==> src/rtl/fu_dispatch_pkg.sv <==
// Shared types and constants for the fu_dispatch request sequencer.
package fu_dispatch_pkg;

    typedef enum logic [1:0] {
        IDLE      = 2'd0,
        ISSUE     = 2'd1,
        WAIT_DONE = 2'd2,
        WAIT_LOW  = 2'd3
    } state_t;

    localparam int unsigned DEF_Y_W = 10;
    localparam int unsigned DEF_X_W = 8;

    // Result reported when functional_unit never answers.
    localparam logic [DEF_X_W-1:0] X_TIMEOUT_VAL = '1;

endpackage

==> src/rtl/fu_dispatch_fifo.sv <==
// disp_fifo: synchronous request FIFO with registered occupancy count.
module disp_fifo #(
    parameter int unsigned WIDTH = 10,
    parameter int unsigned DEPTH = 4
) (
    input  logic                     clk,
    input  logic                     rst,
    input  logic                     i_push,
    input  logic [WIDTH-1:0]         i_data,
    input  logic                     i_pop,
    output logic [WIDTH-1:0]         o_data,
    output logic                     o_full,
    output logic                     o_empty,
    output logic [$clog2(DEPTH):0]   o_count
);

    localparam int unsigned AW = $clog2(DEPTH);
    localparam int unsigned CW = AW + 1;

    logic [WIDTH-1:0] r_mem [DEPTH];
    logic [AW-1:0]    r_wr_ptr;
    logic [AW-1:0]    r_rd_ptr;
    logic [CW-1:0]    r_count;
    logic             w_do_push;
    logic             w_do_pop;

    assign o_full    = (r_count == CW'(DEPTH));
    assign o_empty   = (r_count == '0);
    assign o_count   = r_count;
    assign o_data    = r_mem[r_rd_ptr];
    assign w_do_push = i_push & ~o_full;
    assign w_do_pop  = i_pop & ~o_empty;

    // Storage is not reset; occupancy alone decides what is valid.
    always_ff @(posedge clk) begin
        if (w_do_push) begin
            r_mem[r_wr_ptr] <= i_data;
        end
    end

    always_ff @(posedge clk) begin
        if (rst) begin
            r_wr_ptr <= '0;
            r_rd_ptr <= '0;
            r_count  <= '0;
        end else begin
            if (w_do_push) begin
                r_wr_ptr <= r_wr_ptr + AW'(1);
            end
            if (w_do_pop) begin
                r_rd_ptr <= r_rd_ptr + AW'(1);
            end
            r_count <= r_count + CW'(w_do_push) - CW'(w_do_pop);
        end
    end

endmodule

==> src/rtl/fu_dispatch.sv <==
// Serialising request sequencer in front of functional_unit.
// Optional watchdog on fu_done enabled by defining FU_DISPATCH_TIMEOUT_EN.
module fu_dispatch
    import fu_dispatch_pkg::*;
#(
    parameter int unsigned FIFO_DEPTH  = 4,
    parameter int unsigned Y_W         = DEF_Y_W,
    parameter int unsigned X_W         = DEF_X_W,
    parameter int unsigned TIMEOUT_CYC = 64
) (
    input  logic           clk,
    input  logic           rst,
    input  logic           in_valid,
    output logic           in_ready,
    input  logic [Y_W-1:0] in_y,
    output logic           fu_start,
    output logic [Y_W-1:0] fu_y,
    input  logic           fu_done,
    input  logic [X_W-1:0] fu_x,
    output logic           out_valid,
    input  logic           out_ready,
    output logic [Y_W-1:0] out_y,
    output logic [X_W-1:0] out_x,
    output logic           busy,
    output logic           timeout_err
);

    localparam int unsigned CW = $clog2(FIFO_DEPTH) + 1;

    state_t         r_state;
    logic           r_fu_start;
    logic [Y_W-1:0] r_fu_y;
    logic           r_out_valid;
    logic [Y_W-1:0] r_out_y;
    logic [X_W-1:0] r_out_x;

    logic           w_push;
    logic           w_pop;
    logic [Y_W-1:0] w_head;
    logic           w_full;
    logic           w_empty;
    logic [CW-1:0]  w_count;

    disp_fifo #(
        .WIDTH (Y_W),
        .DEPTH (FIFO_DEPTH)
    ) u_fifo (
        .clk     (clk),
        .rst     (rst),
        .i_push  (w_push),
        .i_data  (in_y),
        .i_pop   (w_pop),
        .o_data  (w_head),
        .o_full  (w_full),
        .o_empty (w_empty),
        .o_count (w_count)
    );

    // Issue only with a free output slot so a result always has somewhere to land.
    assign in_ready  = ~w_full;
    assign w_push    = in_valid & in_ready;
    assign w_pop     = (r_state == IDLE) & ~w_empty & ~r_out_valid;
    assign busy      = (r_state != IDLE) | (w_count != '0);

    assign fu_start  = r_fu_start;
    assign fu_y      = r_fu_y;
    assign out_valid = r_out_valid;
    assign out_y     = r_out_y;
    assign out_x     = r_out_x;

`ifdef FU_DISPATCH_TIMEOUT_EN
    localparam int unsigned TO_W = $clog2(TIMEOUT_CYC + 1);
    logic [TO_W-1:0] r_to_cnt;
    logic            r_timeout_err;
    assign timeout_err = r_timeout_err;
`else
    logic w_unused_cfg;
    assign w_unused_cfg = ^{TIMEOUT_CYC, X_TIMEOUT_VAL};
    assign timeout_err  = 1'b0;
`endif

    always_ff @(posedge clk) begin
        if (rst) begin
            r_state     <= IDLE;
            r_fu_start  <= 1'b0;
            r_fu_y      <= '0;
            r_out_valid <= 1'b0;
            r_out_y     <= '0;
            r_out_x     <= '0;
`ifdef FU_DISPATCH_TIMEOUT_EN
            r_to_cnt      <= '0;
            r_timeout_err <= 1'b0;
`endif
        end else begin
            if (r_out_valid && out_ready) begin
                r_out_valid <= 1'b0;
            end
            case (r_state)
                IDLE: begin
                    if (w_pop) begin
                        r_state    <= ISSUE;
                        r_fu_start <= 1'b1;
                        r_fu_y     <= w_head;
                    end
                end
                ISSUE: begin
                    r_fu_start <= 1'b0;
                    r_state    <= WAIT_DONE;
`ifdef FU_DISPATCH_TIMEOUT_EN
                    r_to_cnt   <= '0;
`endif
                end
                WAIT_DONE: begin
                    if (fu_done) begin
                        r_out_x     <= fu_x;
                        r_out_y     <= r_fu_y;
                        r_out_valid <= 1'b1;
                        r_state     <= WAIT_LOW;
                    end
`ifdef FU_DISPATCH_TIMEOUT_EN
                    else if (r_to_cnt == TO_W'(TIMEOUT_CYC - 1)) begin
                        r_out_x       <= {X_W{X_TIMEOUT_VAL[0]}};
                        r_out_y       <= r_fu_y;
                        r_out_valid   <= 1'b1;
                        r_timeout_err <= 1'b1;
                        r_state       <= WAIT_LOW;
                    end else begin
                        r_to_cnt <= r_to_cnt + TO_W'(1);
                    end
`endif
                end
                WAIT_LOW: begin
                    // Guarantee a done falling edge before the next start.
                    if (!fu_done) begin
                        r_state <= IDLE;
                    end
                end
                default: r_state <= IDLE;
            endcase
        end
    end

endmodule

==> config.mk <==
export PLATFORM = sky130hd
export DESIGN_NAME = fu_dispatch
export DESIGN_NICKNAME = d
export VERILOG_FILES = /design/src/rtl/fu_dispatch_pkg.sv /design/src/rtl/fu_dispatch_fifo.sv /design/src/rtl/fu_dispatch.sv
export SDC_FILE = /design/constraint.sdc
export NUM_CORES = 1
export LEC_CHECK = 0
export BUFFER_PORTS_ARGS = -buffer_cell sky130_fd_sc_hd__buf_2
export CAP_MARGIN = 5
export CORE_UTILIZATION = 35
export DETAILED_ROUTE_END_ITERATION = 10
export GPL_ROUTABILITY_DRIVEN = 1
export HOLD_SLACK_MARGIN = 0.12
export PLACE_DENSITY = 0.63
export SETUP_SLACK_MARGIN = 0.15
export SYNTH_ARGS = -nofsm -noshare
export SYNTH_HDL_FRONTEND = slang
export SYNTH_HIERARCHICAL = 1
export SYNTH_SLANG_ARGS = --single-unit
export TNS_END_PERCENT = 10
==> constraint.sdc <==
create_clock -name clk -period 2.9 [get_ports clk]
set_clock_uncertainty 0.15 [all_clocks]
set_input_delay 0.58 -clock clk [delete_from_list [all_inputs] [get_ports clk]]
set_output_delay 0.58 -clock clk [all_outputs]
set_load 0.02 [all_outputs]
==> flow_summary_export.csv <==
group,metric,value,unit
timing,hold_viol,0,
die,num_rows,34,
cells_and_area,synthToLayoutAreaGrowth,17.8,%
worst_hold_path,holdCritStartpoint,"in_y[3]",
setup_path,end_kind,"register",
yosys,syn_avg_cell_area,12.3,um^2
worst_hold_path,hold_path_class,"input port to register",
status,outcome,"finished clean",
timing,grt_setup_unrepaired,"false",
clocking,cts_max_level,3,
timing,setup_viol,0,
timing,fin_tns_setup,0,ps
clocking,clk_pin_slew_worst_paths,90,ps
clocking,postCtsHoldBufs,0,
run,maxCapViolCount,0,
setup_path,rr_worst_depth,13,
clocking,cts_root_buf,"clkbuf_8",
pwr,combinationalPowerShare,0.296,
setup_path,cp.required,2980,ps
grt,grt_usage,0.131,
timing,layout_worst_path_cycle_share,0.895,
yosys,synth_cell_types,34,
grt,grt_start_max_net_pins,44,
die,dieHeight,97.1,um
yosys,syn-num-nets,292,
setup_path,r2r_end,"u_fifo/o_count[2]$_SDFF_PP0_",
cells_and_area,n_antenna_cell,0,
setup_path,cp-startpoint,"r_state[0]$_SDFFE_PP0P_",
pwr,power_density,900,nW/um^2
clocking,numCtsBuffers,9,
pwr,p_sw,0.00116,W
pwr,max-vdd-ir-drop,0.000246,V
yosys,ys_ff_latch,81,
timing,worstMarginPinSlew,775,ps
pwr,internal_power,0.00219,W
pwr,sw_frac_of_total,0.347,
yosys,synth_area,3160,um^2
detailed_routing,drtIter0Drc,76,
pwr,leakage,1.42,nW
grt,antenna_found_initial,0,
detailed_routing,firstDrtPassIters,4,
cells_and_area,final_util,0.427,
yosys,seq_area_frac_synth,0.639,
cells_and_area,layout.nets,346,
setup_path,r2r_slack,310,ps
setup_path,crit_type,"register to register",
timing,slew_viol_final,0,
clocking,cts_tree,"yes",
detailed_routing,drc,0,
setup_path,crit_fanout,4,
clocking,cts.sinks,81,
detailed_routing,wl_per_cell,13.2,um
place,routabilityCongestion,0.682,
setup_path,start_kind,"register",
place,dp_hpwl,3810,um
die,start_util,0.363,
worst_hold_path,min_path_cells,1,
grt,overflow,0,
grt,grt_pass1_vias,1974,
timing,period_needed,2590,ps
grt,grt_pass1_wl,9450,um
detailed_routing,postRouteAntennaNets,0,
timing,slew_headroom,0.483,
place,io_buffer_count,54,
detailed_routing,wl,5630,um
yosys,ys.warnings.count,6,
pwr,seqPwrFrac,0.474,
timing,max_freq,385,MHz
worst_hold_path,holdPathEnd,"u_fifo/r_mem[2][3]$_DFFE_PP_",
pwr,clockPowerShare,0.230,
clocking,clock_latency,360,ps
yosys,netlist_instances,258,
detailed_routing,vias,1976,
setup_path,worstPathArrival,2680,ps
detailed_routing,avgViaCountPerCell,4.65,
die,die_area,9420,um^2
die,die_w,97.1,um
die,num_io_pins,56,
setup_path,r2r_start,"r_state[0]$_SDFFE_PP0P_",
cells_and_area,layout-drive-gt1-share,0.293,
clocking,clock_path_buffers,2,
die,core_area,8720,um^2
[worst max-delay path, cell delays in order, from the launching register on]
cell and delay [ps]:
dfxtp_2 340, inv_1 130, ha_4 170, or3b_4 380, inv_2 70, o31ai_2 70
inv_1 70, ha_1 120, inv_1 40, ha_1 190, fa_1 380, xnor2_1 180
xnor2_1 130, nor2_1 50
[power by group through the flow]
stage / combinational [W] / sequential [W] / clock [W]
floorplan: 0.000677 / 0.00164 / 0
global placement: 0.000964 / 0.00160 / 0
detailed placement: 0.000984 / 0.00161 / 0
CTS: 0.000990 / 0.00158 / 0.000793
global route: 0.00112 / 0.00162 / 0.000847
finish: 0.000993 / 0.00159 / 0.000769
[layout by cell type, fill, tap and decap left out, drive strengths merged, types with 2 or more instances in the layout]
cell type / count
xnor2: 2
nor2: 5
nand2b: 4
and2: 5
a21oi: 32
clkinv: 3
buf: 56
o31ai: 3
nor2b: 4
clkbuf: 9
edfxtp: 40
ha: 10
mux4: 10
dfxtp: 41
o21ai: 3
nand2: 59
or3: 2
inv: 17
[cell type report]
| type | count | area [um^2] |
|---|---|---|
| Fill cell | 800 | 5000 |
| Inverter | 13 | 48.8 |
| Timing Repair Buffer | 56 | 285 |
| Tap cell | 108 | 135 |
| Clock inverter | 7 | 60.1 |
| Multi-Input combinational cell | 151 | 1050 |
| Sequential cell | 81 | 2030 |
| Clock buffer | 9 | 124 |
[worst max-delay path by stage]
stage,cells past startpoint,slack (ps),endpoint
2_1_floorplan,14,290,u_fifo/o_count[2]$_SDFF_PP0_
3_3_place_gp,12,290,u_fifo/o_count[2]$_SDFF_PP0_
3_5_place_dp,13,230,u_fifo/o_count[2]$_SDFF_PP0_
4_1_cts,13,210,u_fifo/o_count[2]$_SDFF_PP0_
5_1_grt,12,150,u_fifo/o_count[2]$_SDFF_PP0_
6_report,13,310,u_fifo/o_count[2]$_SDFF_PP0_
[synth_stat cells (all sizes together)]
cell    instances  area, um^2
nand4           1        6.26
nor2            5        21.3
clkbuf          7        26.3
or3b            1        11.3
inv            13        48.8
mux4           10         225
nor3b           1        12.5
nor2b           4        25.0
or4b            1        10.0
or3             2        12.5
xor2            1        8.76
buf             6        38.8
o31ai           3        32.5
a211o           1        8.76
fa              1        20.0
nor3            1        10.0
nand2          59         221
a21oi          32         160
edfxtp         40        1200
and2            5        31.3
and3            1        6.26
o21ai           3        15.0
nand2b          4        25.0
mux2i           1        10.0
conb            1        3.75
dfxtp          41         821
o21a            1        7.51
xnor2           2        17.5
ha             10         125
[metal layers]
layer | vias to the layer above | global-route usage | routed length [um] | share of wire
met3 | 10 | 0.0374 | 323 | 0.057
met2 | 55 | 0.198 | 2540 | 0.45
met4 | 0 | 0.0861 | 157 | 0.028
met5 | - | 0 | 0 | 0
met1 | 913 | 0.165 | 2610 | 0.46
li1 | 998 | - | - | -
[per-stage QoR]
stage               total power (W)  instances  area [um^2]  setup WS (ps)  hold slack (ps)
detailed placement          0.00260        409         3520            227              296
global route                0.00359        425         3720            154              256
floorplan                   0.00232        258         3160            293              309
CTS                         0.00337        425         3700            208              265
global placement            0.00256        409         3520            294              289
finish                      0.00335        425         3720            306              276
[repair_timing]
item,in CTS,in global routing
endpoints found under the setup margin,0,1
gates resized for setup,0,6
setup buffers,0,0
[logic make-up after synthesis]
| family | after synthesis | synth area share |
|---|---|---|
| simple gates | 85 | 0.124 |
| buf+inv | 26 | 0.0360 |
| xor+xnor | 3 | 0.00831 |
| fa+ha+maj | 11 | 0.0459 |
| other cells | 1 | 0.00119 |
| compound gates | 40 | 0.0708 |
| mux | 11 | 0.0744 |
| flops | 81 | 0.639 |
[flip-flops by register name (all words and copies together) (netlist names), named ones only]
signal / cells
u_fifo/r_mem: 40
u_fifo/r_rd_ptr: 2
fu_start: 1
out_y: 10
out_x: 8
u_fifo/r_wr_ptr: 2
fu_y: 10
u_fifo/o_count: 3
out_valid: 1
r_state: 2
Note: power is estimated with default switching activity, not from simulation.
